### src/rtl/dromajo_commit_packer_if.sv
// Retire-side and commit-side signal bundle for dromajo_commit_packer.
// With COMMIT_PACKER_STALL_CNT_EN defined it also carries stall_cycles.
interface dromajo_commit_packer_if #(
   parameter int COMMIT_WIDTH = 2,
   parameter int XLEN         = 64
);
   logic                         in_valid;
   logic                         in_ready;
   logic [XLEN-1:0]              in_pc;
   logic [31:0]                  in_inst;
   logic [XLEN-1:0]              in_wdata;
   logic [XLEN-1:0]              in_mstatus;
   logic                         in_check;
   logic                         trap_valid;
   logic                         trap_ready;
   logic [XLEN-1:0]              trap_cause;
   logic [31:0]                  hartid_in;
   logic                         out_stall;
   logic [COMMIT_WIDTH-1:0]      valid;
   logic [31:0]                  hartid;
   logic [XLEN*COMMIT_WIDTH-1:0] pc;
   logic [32*COMMIT_WIDTH-1:0]   inst;
   logic [XLEN*COMMIT_WIDTH-1:0] wdata;
   logic [XLEN*COMMIT_WIDTH-1:0] mstatus;
   logic [COMMIT_WIDTH-1:0]      check;
   logic                         int_xcpt;
   logic [XLEN-1:0]              cause;
`ifdef COMMIT_PACKER_STALL_CNT_EN
   logic [31:0]                  stall_cycles;
`endif

   modport slave (
      input  in_valid, in_pc, in_inst,
      input  in_wdata, in_mstatus, in_check,
      input  trap_valid, trap_cause,
      input  hartid_in, out_stall,
      output in_ready, trap_ready,
      output valid, hartid, pc, inst,
      output wdata, mstatus, check,
      output int_xcpt, cause
`ifdef COMMIT_PACKER_STALL_CNT_EN
      , output stall_cycles
`endif
   );

   modport master (
      output in_valid, in_pc, in_inst,
      output in_wdata, in_mstatus, in_check,
      output trap_valid, trap_cause,
      output hartid_in, out_stall,
      input  in_ready, trap_ready,
      input  valid, hartid, pc, inst,
      input  wdata, mstatus, check,
      input  int_xcpt, cause
`ifdef COMMIT_PACKER_STALL_CNT_EN
      , input stall_cycles
`endif
   );
endinterface

### src/rtl/dromajo_commit_packer.sv
// Dromajo commit packer: FIFO of retirements, multi-lane bundles, ordered trap.
// Optional macro COMMIT_PACKER_STALL_CNT_EN adds the stall_cycles counter.
module dromajo_commit_packer #(
   parameter int COMMIT_WIDTH  = 2,
   parameter int XLEN          = 64,
   parameter int DEPTH         = 8,
   parameter int FLUSH_TIMEOUT = 16
) (
   input logic                   clock,
   input logic                   reset,
   dromajo_commit_packer_if.slave bus
);
   localparam int AW    = (DEPTH > 1) ? $clog2(DEPTH) : 1;
   localparam int CNT_W = AW + 1;
   localparam int TW    = $clog2(FLUSH_TIMEOUT) + 1;
   localparam int CWXL  = XLEN * COMMIT_WIDTH;
   localparam int CW32  = 32 * COMMIT_WIDTH;

   localparam logic [CNT_W-1:0] L_DEPTH = CNT_W'(DEPTH);
   localparam logic [CNT_W-1:0] L_CW    = CNT_W'(COMMIT_WIDTH);
   localparam logic [TW-1:0]    L_TLAST = TW'(FLUSH_TIMEOUT - 1);

   typedef enum logic [1:0] {
      S_RUN,
      S_DRAIN,
      S_TRAP
   } state_t;

   logic [XLEN-1:0]   r_mem_pc      [DEPTH];
   logic [31:0]       r_mem_inst    [DEPTH];
   logic [XLEN-1:0]   r_mem_wdata   [DEPTH];
   logic [XLEN-1:0]   r_mem_mstatus [DEPTH];
   logic              r_mem_check   [DEPTH];

   logic [AW-1:0]     r_wr;
   logic [AW-1:0]     r_rd;
   logic [CNT_W-1:0]  r_count;
   logic [TW-1:0]     r_timer;
   state_t            r_state;
   logic [XLEN-1:0]   r_trap_cause;

   logic [COMMIT_WIDTH-1:0] r_valid;
   logic [31:0]             r_hartid;
   logic [CWXL-1:0]         r_pc;
   logic [CW32-1:0]         r_inst;
   logic [CWXL-1:0]         r_wdata;
   logic [CWXL-1:0]         r_mstatus;
   logic [COMMIT_WIDTH-1:0] r_check;
   logic                    r_int_xcpt;
   logic [XLEN-1:0]         r_cause;

   logic                    w_in_ready;
   logic                    w_trap_ready;
   logic                    w_push;
   logic                    w_trap_acc;
   logic                    w_emit;
   logic [CNT_W-1:0]        w_n;
   logic [CNT_W-1:0]        w_count_nxt;
   logic [COMMIT_WIDTH-1:0] w_vmask;
   logic [CWXL-1:0]         w_pc;
   logic [CW32-1:0]         w_inst;
   logic [CWXL-1:0]         w_wdata;
   logic [CWXL-1:0]         w_mstatus;
   logic [COMMIT_WIDTH-1:0] w_check;

   // Handshakes are held low while reset is asserted.
   assign w_in_ready   = reset && (r_state == S_RUN) && (r_count < L_DEPTH);
   assign w_trap_ready = reset && (r_state == S_RUN);
   assign w_push       = bus.in_valid && w_in_ready;
   assign w_trap_acc   = bus.trap_valid && w_trap_ready;

   assign w_emit = !bus.out_stall && (r_count != '0) &&
                   ((r_count >= L_CW) || (r_timer == L_TLAST) ||
                    (r_state == S_DRAIN));

   assign w_n = (r_count >= L_CW) ? L_CW : r_count;

   assign w_count_nxt = r_count + CNT_W'(w_push) -
                        (w_emit ? w_n : '0);

   always_comb begin
      w_vmask   = '0;
      w_pc      = '0;
      w_inst    = '0;
      w_wdata   = '0;
      w_mstatus = '0;
      w_check   = '0;
      for (int i = 0; i < COMMIT_WIDTH; i++) begin
         if (CNT_W'(i) < w_n) begin
            w_vmask[i]               = 1'b1;
            w_pc[i*XLEN +: XLEN]      = r_mem_pc[r_rd + AW'(i)];
            w_inst[i*32 +: 32]        = r_mem_inst[r_rd + AW'(i)];
            w_wdata[i*XLEN +: XLEN]   = r_mem_wdata[r_rd + AW'(i)];
            w_mstatus[i*XLEN +: XLEN] = r_mem_mstatus[r_rd + AW'(i)];
            w_check[i]               = r_mem_check[r_rd + AW'(i)];
         end
      end
   end

   // Storage needs no reset: occupancy is tracked by the pointers.
   always_ff @(posedge clock) begin
      if (w_push) begin
         r_mem_pc[r_wr]      <= bus.in_pc;
         r_mem_inst[r_wr]    <= bus.in_inst;
         r_mem_wdata[r_wr]   <= bus.in_wdata;
         r_mem_mstatus[r_wr] <= bus.in_mstatus;
         r_mem_check[r_wr]   <= bus.in_check;
      end
   end

   always_ff @(posedge clock or negedge reset) begin
      if (!reset) begin
         r_wr         <= '0;
         r_rd         <= '0;
         r_count      <= '0;
         r_timer      <= '0;
         r_state      <= S_RUN;
         r_trap_cause <= '0;
         r_valid      <= '0;
         r_hartid     <= '0;
         r_pc         <= '0;
         r_inst       <= '0;
         r_wdata      <= '0;
         r_mstatus    <= '0;
         r_check      <= '0;
         r_int_xcpt   <= 1'b0;
         r_cause      <= '0;
      end else begin
         r_hartid <= bus.hartid_in;
         r_count  <= w_count_nxt;
         if (w_push) begin
            r_wr <= r_wr + AW'(1);
         end
         if (w_emit) begin
            r_rd <= r_rd + w_n[AW-1:0];
         end

         r_valid   <= w_emit ? w_vmask   : '0;
         r_pc      <= w_emit ? w_pc      : '0;
         r_inst    <= w_emit ? w_inst    : '0;
         r_wdata   <= w_emit ? w_wdata   : '0;
         r_mstatus <= w_emit ? w_mstatus : '0;
         r_check   <= w_emit ? w_check   : '0;

         // Partial-bundle timer freezes under sink stall.
         if (r_count == '0) begin
            r_timer <= '0;
         end else if (bus.out_stall) begin
            r_timer <= r_timer;
         end else if (w_emit) begin
            r_timer <= '0;
         end else if ((r_state == S_RUN) && (r_count < L_CW)) begin
            r_timer <= r_timer + TW'(1);
         end

         unique case (r_state)
            S_RUN: begin
               if (w_trap_acc) begin
                  r_trap_cause <= bus.trap_cause;
                  r_state      <= S_DRAIN;
               end
            end
            S_DRAIN: begin
               // Empty here means the last bundle is already on the bus.
               if (r_count == '0) begin
                  r_state    <= S_TRAP;
                  r_int_xcpt <= 1'b1;
                  r_cause    <= r_trap_cause;
               end
            end
            S_TRAP: begin
               r_state    <= S_RUN;
               r_int_xcpt <= 1'b0;
               r_cause    <= '0;
            end
            default: begin
               r_state <= S_RUN;
            end
         endcase
      end
   end

`ifdef COMMIT_PACKER_STALL_CNT_EN
   logic [31:0] r_stall_cnt;

   always_ff @(posedge clock or negedge reset) begin
      if (!reset) begin
         r_stall_cnt <= '0;
      end else if (bus.in_valid && !w_in_ready &&
                   (r_stall_cnt != 32'hFFFF_FFFF)) begin
         r_stall_cnt <= r_stall_cnt + 32'd1;
      end
   end

   assign bus.stall_cycles = r_stall_cnt;
`endif

   assign bus.in_ready   = w_in_ready;
   assign bus.trap_ready = w_trap_ready;
   assign bus.valid      = r_valid;
   assign bus.hartid     = r_hartid;
   assign bus.pc         = r_pc;
   assign bus.inst       = r_inst;
   assign bus.wdata      = r_wdata;
   assign bus.mstatus    = r_mstatus;
   assign bus.check      = r_check;
   assign bus.int_xcpt   = r_int_xcpt;
   assign bus.cause      = r_cause;
endmodule

### src/flat_wrapper.sv
// flat-port wrapper written by rule: the top's interface ports become plain ports
module dromajo_commit_packer_flat 
#(
   parameter int COMMIT_WIDTH  = 2,
   parameter int XLEN          = 64,
   parameter int DEPTH         = 8,
   parameter int FLUSH_TIMEOUT = 16
)
  (clock, reset, bus_in_valid, bus_in_pc, bus_in_inst, bus_in_wdata, bus_in_mstatus, bus_in_check, bus_trap_valid, bus_trap_cause, bus_hartid_in, bus_out_stall, bus_in_ready, bus_trap_ready, bus_valid, bus_hartid, bus_pc, bus_inst, bus_wdata, bus_mstatus, bus_check, bus_int_xcpt, bus_cause);
  dromajo_commit_packer_if #(.COMMIT_WIDTH(COMMIT_WIDTH), .XLEN(XLEN)) bus_i ();
  input logic clock;
  input logic reset;
  input wire logic [$bits(bus_i.in_valid)-1:0] bus_in_valid;
  input wire logic [$bits(bus_i.in_pc)-1:0] bus_in_pc;
  input wire logic [$bits(bus_i.in_inst)-1:0] bus_in_inst;
  input wire logic [$bits(bus_i.in_wdata)-1:0] bus_in_wdata;
  input wire logic [$bits(bus_i.in_mstatus)-1:0] bus_in_mstatus;
  input wire logic [$bits(bus_i.in_check)-1:0] bus_in_check;
  input wire logic [$bits(bus_i.trap_valid)-1:0] bus_trap_valid;
  input wire logic [$bits(bus_i.trap_cause)-1:0] bus_trap_cause;
  input wire logic [$bits(bus_i.hartid_in)-1:0] bus_hartid_in;
  input wire logic [$bits(bus_i.out_stall)-1:0] bus_out_stall;
  output wire logic [$bits(bus_i.in_ready)-1:0] bus_in_ready;
  output wire logic [$bits(bus_i.trap_ready)-1:0] bus_trap_ready;
  output wire logic [$bits(bus_i.valid)-1:0] bus_valid;
  output wire logic [$bits(bus_i.hartid)-1:0] bus_hartid;
  output wire logic [$bits(bus_i.pc)-1:0] bus_pc;
  output wire logic [$bits(bus_i.inst)-1:0] bus_inst;
  output wire logic [$bits(bus_i.wdata)-1:0] bus_wdata;
  output wire logic [$bits(bus_i.mstatus)-1:0] bus_mstatus;
  output wire logic [$bits(bus_i.check)-1:0] bus_check;
  output wire logic [$bits(bus_i.int_xcpt)-1:0] bus_int_xcpt;
  output wire logic [$bits(bus_i.cause)-1:0] bus_cause;
  assign bus_i.in_valid = bus_in_valid;
  assign bus_i.in_pc = bus_in_pc;
  assign bus_i.in_inst = bus_in_inst;
  assign bus_i.in_wdata = bus_in_wdata;
  assign bus_i.in_mstatus = bus_in_mstatus;
  assign bus_i.in_check = bus_in_check;
  assign bus_i.trap_valid = bus_trap_valid;
  assign bus_i.trap_cause = bus_trap_cause;
  assign bus_i.hartid_in = bus_hartid_in;
  assign bus_i.out_stall = bus_out_stall;
  assign bus_in_ready = bus_i.in_ready;
  assign bus_trap_ready = bus_i.trap_ready;
  assign bus_valid = bus_i.valid;
  assign bus_hartid = bus_i.hartid;
  assign bus_pc = bus_i.pc;
  assign bus_inst = bus_i.inst;
  assign bus_wdata = bus_i.wdata;
  assign bus_mstatus = bus_i.mstatus;
  assign bus_check = bus_i.check;
  assign bus_int_xcpt = bus_i.int_xcpt;
  assign bus_cause = bus_i.cause;
  dromajo_commit_packer #(.COMMIT_WIDTH(COMMIT_WIDTH), .XLEN(XLEN), .DEPTH(DEPTH), .FLUSH_TIMEOUT(FLUSH_TIMEOUT)) u_core (.clock(clock), .reset(reset), .bus(bus_i));
endmodule
### config.mk
export PLATFORM = sky130hd
export DESIGN_NAME = dromajo_commit_packer_flat
export DESIGN_NICKNAME = d
export VERILOG_FILES = /design/src/rtl/dromajo_commit_packer_if.sv /design/src/rtl/dromajo_commit_packer.sv /design/src/flat_wrapper.sv
export SDC_FILE = /design/constraint.sdc
export NUM_CORES = 2
export LEC_CHECK = 0
export CORE_MARGIN = 8
export CORE_UTILIZATION = 45
export DETAILED_ROUTE_END_ITERATION = 10
export PLACE_DENSITY = 0.72
export RECOVER_POWER = 100
export REMOVE_ABC_BUFFERS = 1
export SKIP_CTS_REPAIR_TIMING = 1
export SYNTH_ARGS = -nofsm -noshare
export SYNTH_HDL_FRONTEND = slang
export SYNTH_SLANG_ARGS = --single-unit
### constraint.sdc
create_clock -name clock -period 22.6 [get_ports clock]
set_input_delay 2.26 -clock clock [delete_from_list [all_inputs] [get_ports clock]]
set_output_delay 2.26 -clock clock [all_outputs]
set_load 0.005 [all_outputs]
==> summary.log <==
qor: clock_network.max-clock-path-buffers 4
qor: sta.layout_min_cycle_time 13.96 ns
qor: placed_design.gpl.final_weighted_congestion 0.888
qor: floorplanning.die-height 495 µm
qor: sta.hold_violations 0
qor: power.pwr-share-clk 0.253
qor: global_routing.first_global_vias 65100
qor: power.ir_drop 0.000135 V
qor: drt.drt_wl_cell 29.0 µm
qor: finish.multi_input_comb_area 30000 µm²
qor: yosys.yosys_warnings 0
qor: sta.report.final.slew_viol_count 3220
qor: yosys.synthTopCellsByArea edfxtp_1 52%, dfrtp_1 15%, mux2_2 11%, mux2i_1 6.6%, o22ai_1 2.7%
qor: min_path.min-delay-start u_core.bus.cause[27]$_DFFE_PN0P_
qor: finish.drive_above_1_share 0.197
qor: worst_setup_path.worstSetupEndpointType flop
qor: global_routing.grt_use_total 0.235
qor: finish.final_core_util 0.536
qor: worst_setup_path.setup.worst_path.class reg2reg
qor: drt.antenna_left 0
qor: drt.drtPass1Iterations 6
qor: yosys.synth.avg_cell_area 16.3 µm²
qor: drt.via_per_inst 6.09
qor: yosys.yosysSeqAreaShare 0.677
qor: worst_setup_path.critPathLaunchType flop
qor: power.seq_power_share 0.338
qor: power.net-switching-power 5960 µW
qor: drt.detailedRoute.firstIterationViolations 5950
qor: power.internal-power 11100 µW
qor: floorplanning.fp.dieArea 245000 µm²
qor: min_path.hp-class reg2reg
qor: sta.number_of_setup_violations_in_the_final_report 0
qor: global_routing.grt_overflow 0
qor: yosys.synth_top_family_by_area multiplexers
qor: power.p_leak 0.0442 µW
qor: yosys.synthXorXnorAreaFrac 0.000850
qor: run.max_cap_viols 68
qor: floorplanning.ports 877
qor: yosys.netlist_instances 6308
qor: finish.design.final.nets 7419
qor: finish.areaGrowthSynthToFinish 18.3%
qor: worst_setup_path.critical_path_peak_fanout 155
qor: sta.upper_clock_frequency_limit 71.6 MHz
qor: sta.finClkSkew 0.0639 ns
qor: global_routing.grt_pass1_wl 436000 µm
qor: power.fraction_of_power_spent_switching_nets 0.350
qor: sta.worstMarginPinSlew 9.69 ns
qor: global_routing.grt_antenna_before_repair 110
qor: worst_setup_path.critPathArrivalTime 14.72 ns
qor: finish.regArea 69800 µm²
qor: clock_network.tritoncts.num_buffers 278
qor: worst_setup_path.critical_path.reg2reg.startpoint u_core.r_rd[1]$_DFFE_PN0P_
qor: drt.drt-total-wl 300000 µm
qor: status.violations_in_the_final_reports capacitance limit, slew limit
qor: status.status finished with violations
qor: placed_design.preCtsSetupSlack 15.15 ns
qor: placed_design.buffer_ports.inserted 876
qor: finish.most-common-layout-cells 1800 x edfxtp_1, 961 x mux2_2, 809 x dlygate4sd3_1, 676 x mux2i_1, 629 x dfrtp_1
qor: sta.maxSlewHeadroom -5.46
qor: yosys.synth.area.mux_share 0.171
qor: worst_setup_path.critical_path.reg2reg.endpoint u_core.bus.wdata[10]$_DFF_PN0_
qor: sta.grt_setup_unrepaired false
qor: min_path.worst_hold_path_ep u_core.bus.cause[27]$_DFFE_PN0P_
qor: finish.nFillCells 17900
qor: sta.post-route-worst-setup-slack 8.64 ns
qor: yosys.ys_seq_elements 2430
qor: finish.most_common_cell_after_layout_fill_and_taps_aside edfxtp_1
qor: floorplanning.floorplan.initialDensity 0.453
qor: worst_setup_path.cp_data_required_time 23.36 ns
qor: floorplanning.floorplan.die.width 495 µm
qor: clock_network.ctsRootBufferMaster clkbuf_16
qor: yosys.synthesized_area_fraction_occupied_by_ao_oa_aoi_and_oai_cells 0.0968
qor: floorplanning.num_rows 175
qor: clock_network.worstSkewPairLatency 0.93 ns
qor: clock_network.tritoncts yes
qor: floorplanning.fp.coreArea 227000 µm²
qor: yosys.synth_adder_area_share 0.00172
qor: placed_design.detailedPlacementHpwl 173000 µm
qor: drt.drc 0
qor: clock_network.clkSinkCount 2430
qor: yosys.library_cells_used_by_synthesis 41
qor: worst_setup_path.number_of_cells_traversed_by_the_worst_register_to_register_path 7
qor: clock_network.cts.reportedPaths.clkPinSlew 0.06 ns
qor: yosys.synth_top_area_cell edfxtp_1
qor: clock_network.htree_levels 5
qor: worst_setup_path.rrSetupSlack 8.64 ns
qor: drt.vias 63100
qor: power.pwr-share-comb 0.410
qor: yosys.netlist_area 103000 µm²
qor: power.power.density 140 nW/µm²
qor: sta.layout_worst_path_cycle_share 0.618
qor: global_routing.grt_max_degree 171
qor: min_path.timing.hold.worst_path_depth 1
qor: yosys.synthSimpleGateAreaFrac 0.0270
qor: yosys.synth_top_cell_area_share 0.524
==> worst max-delay path, cell delays in order, from the launching register on <==
cell and delay, ns:
dfrtp_4 1.07, clkbuf_1 6.75, clkbuf_1 2.67, buf_12 0.67, buf_4 1.05, mux2i_1 0.24
a22o_1 0.31, nor3_1 0.40
==> layer usage <==
metal  track usage  up-vias  share of wire
met2         0.383     3046           0.48
met1         0.304    32500           0.40
met5             0        -        0.00071
met3        0.0559      675          0.089
met4        0.0915       32          0.038
li1              -    26800              -
==> area by class of cell <==
class                      instances  area share
timing repair buffer             988      0.0784
antenna                           56     0.00115
inverter                          17    0.000523
tap                             3009      0.0309
multi-input combinational       3365       0.246
clock inverter                   101     0.00717
sequential                      2430       0.572
clock buffer                     383      0.0638
==> logic make-up after synthesis <==
group           count (synthesis)
fa+ha+maj                      13
flops                        2430
compound gates               1202
mux                          1643
simple gates                  497
xor+xnor                       10
buf+inv                       513
==> power groups by stage <==
stage	Clock, µW	Combinational (µW)	Sequential, µW
after detailed placement	0	7100	5830
after floorplan	0	8860	5950
after CTS	4370	7130	5760
final	4310	6970	5750
after global placement	0	7020	5820
after global routing	4540	7340	5790
==> synthesized netlist by cell type, drive strengths merged <==
cell and count:
a2111oi 225, a211oi 226, a21o 2, a21oi 3
a22o 289, a31o 1, and2 2, and3 1
buf 305, clkbuf 191, dfrtp 630, edfxtp 1800
fa 2, ha 11, inv 17, mux2 967
mux2i 676, nand2 9, nand2b 7, nand4 1
nor2 12, nor2b 229, nor3 230, nor3b 1
nor4 1, nor4b 1, o21ai 5, o21bai 1
o22ai 450, or2 1, or3b 1, or4 1
xnor2 5, xor2 5
==> state kept, by name, summed over array words and instances, names as in the netlist <==
name,count
u_core.r_mem_pc,512
u_core.bus.check,2
u_core.r_mem_wdata,512
u_core.bus.valid,2
u_core.bus.cause,64
u_core.bus.wdata,128
u_core.bus.int_xcpt,1
u_core.r_trap_cause,64
u_core.r_mem_inst,256
u_core.r_mem_check,8
u_core.bus.mstatus,128
u_core.r_timer,5
u_core.r_mem_mstatus,512
u_core.bus.pc,128
u_core.r_wr,3
u_core.r_rd,3
u_core.r_count,4
u_core.r_state,2
u_core.bus.hartid,32
u_core.bus.inst,64
==> per-stage QoR <==
step | power [µW] | instances | hold slack [ns] | area (µm²) | setup TNS, ns
CTS | 17300 | 10300 | 0.495 | 123000 | 0
global placement | 12800 | 9809 | 0.476 | 114000 | 0
global route | 17700 | 10300 | 0.505 | 122000 | 0
finish | 17000 | 10300 | 0.491 | 122000 | 0
detailed placement | 12900 | 9809 | 0.481 | 114000 | 0
floorplan | 14800 | 5812 | 0.469 | 101000 | -6925.06
==> how the worst max path moves through the flow <==
stage | from | endpoint | slack (ns) | depth (start not counted)
2_1_floorplan | u_core.r_rd[1]$_DFFE_PN0P_ | u_core.bus.wdata[70]$_DFF_PN0_ | -24.86 | 4
3_3_place_gp | reset | u_core.r_mem_mstatus[5][8]$_DFFE_PP_ | 15.21 | 9
3_5_place_dp | reset | u_core.r_mem_mstatus[5][3]$_DFFE_PP_ | 15.15 | 9
4_1_cts | reset | u_core.r_mem_inst[5][27]$_DFFE_PP_ | 16.13 | 9
5_1_grt | reset | u_core.bus.mstatus[119]$_DFF_PN0_ | 8.02 | 6
6_report | u_core.r_rd[1]$_DFFE_PN0P_ | u_core.bus.wdata[10]$_DFF_PN0_ | 8.64 | 7
No activity file was read; power rests on OpenSTA's default activity.
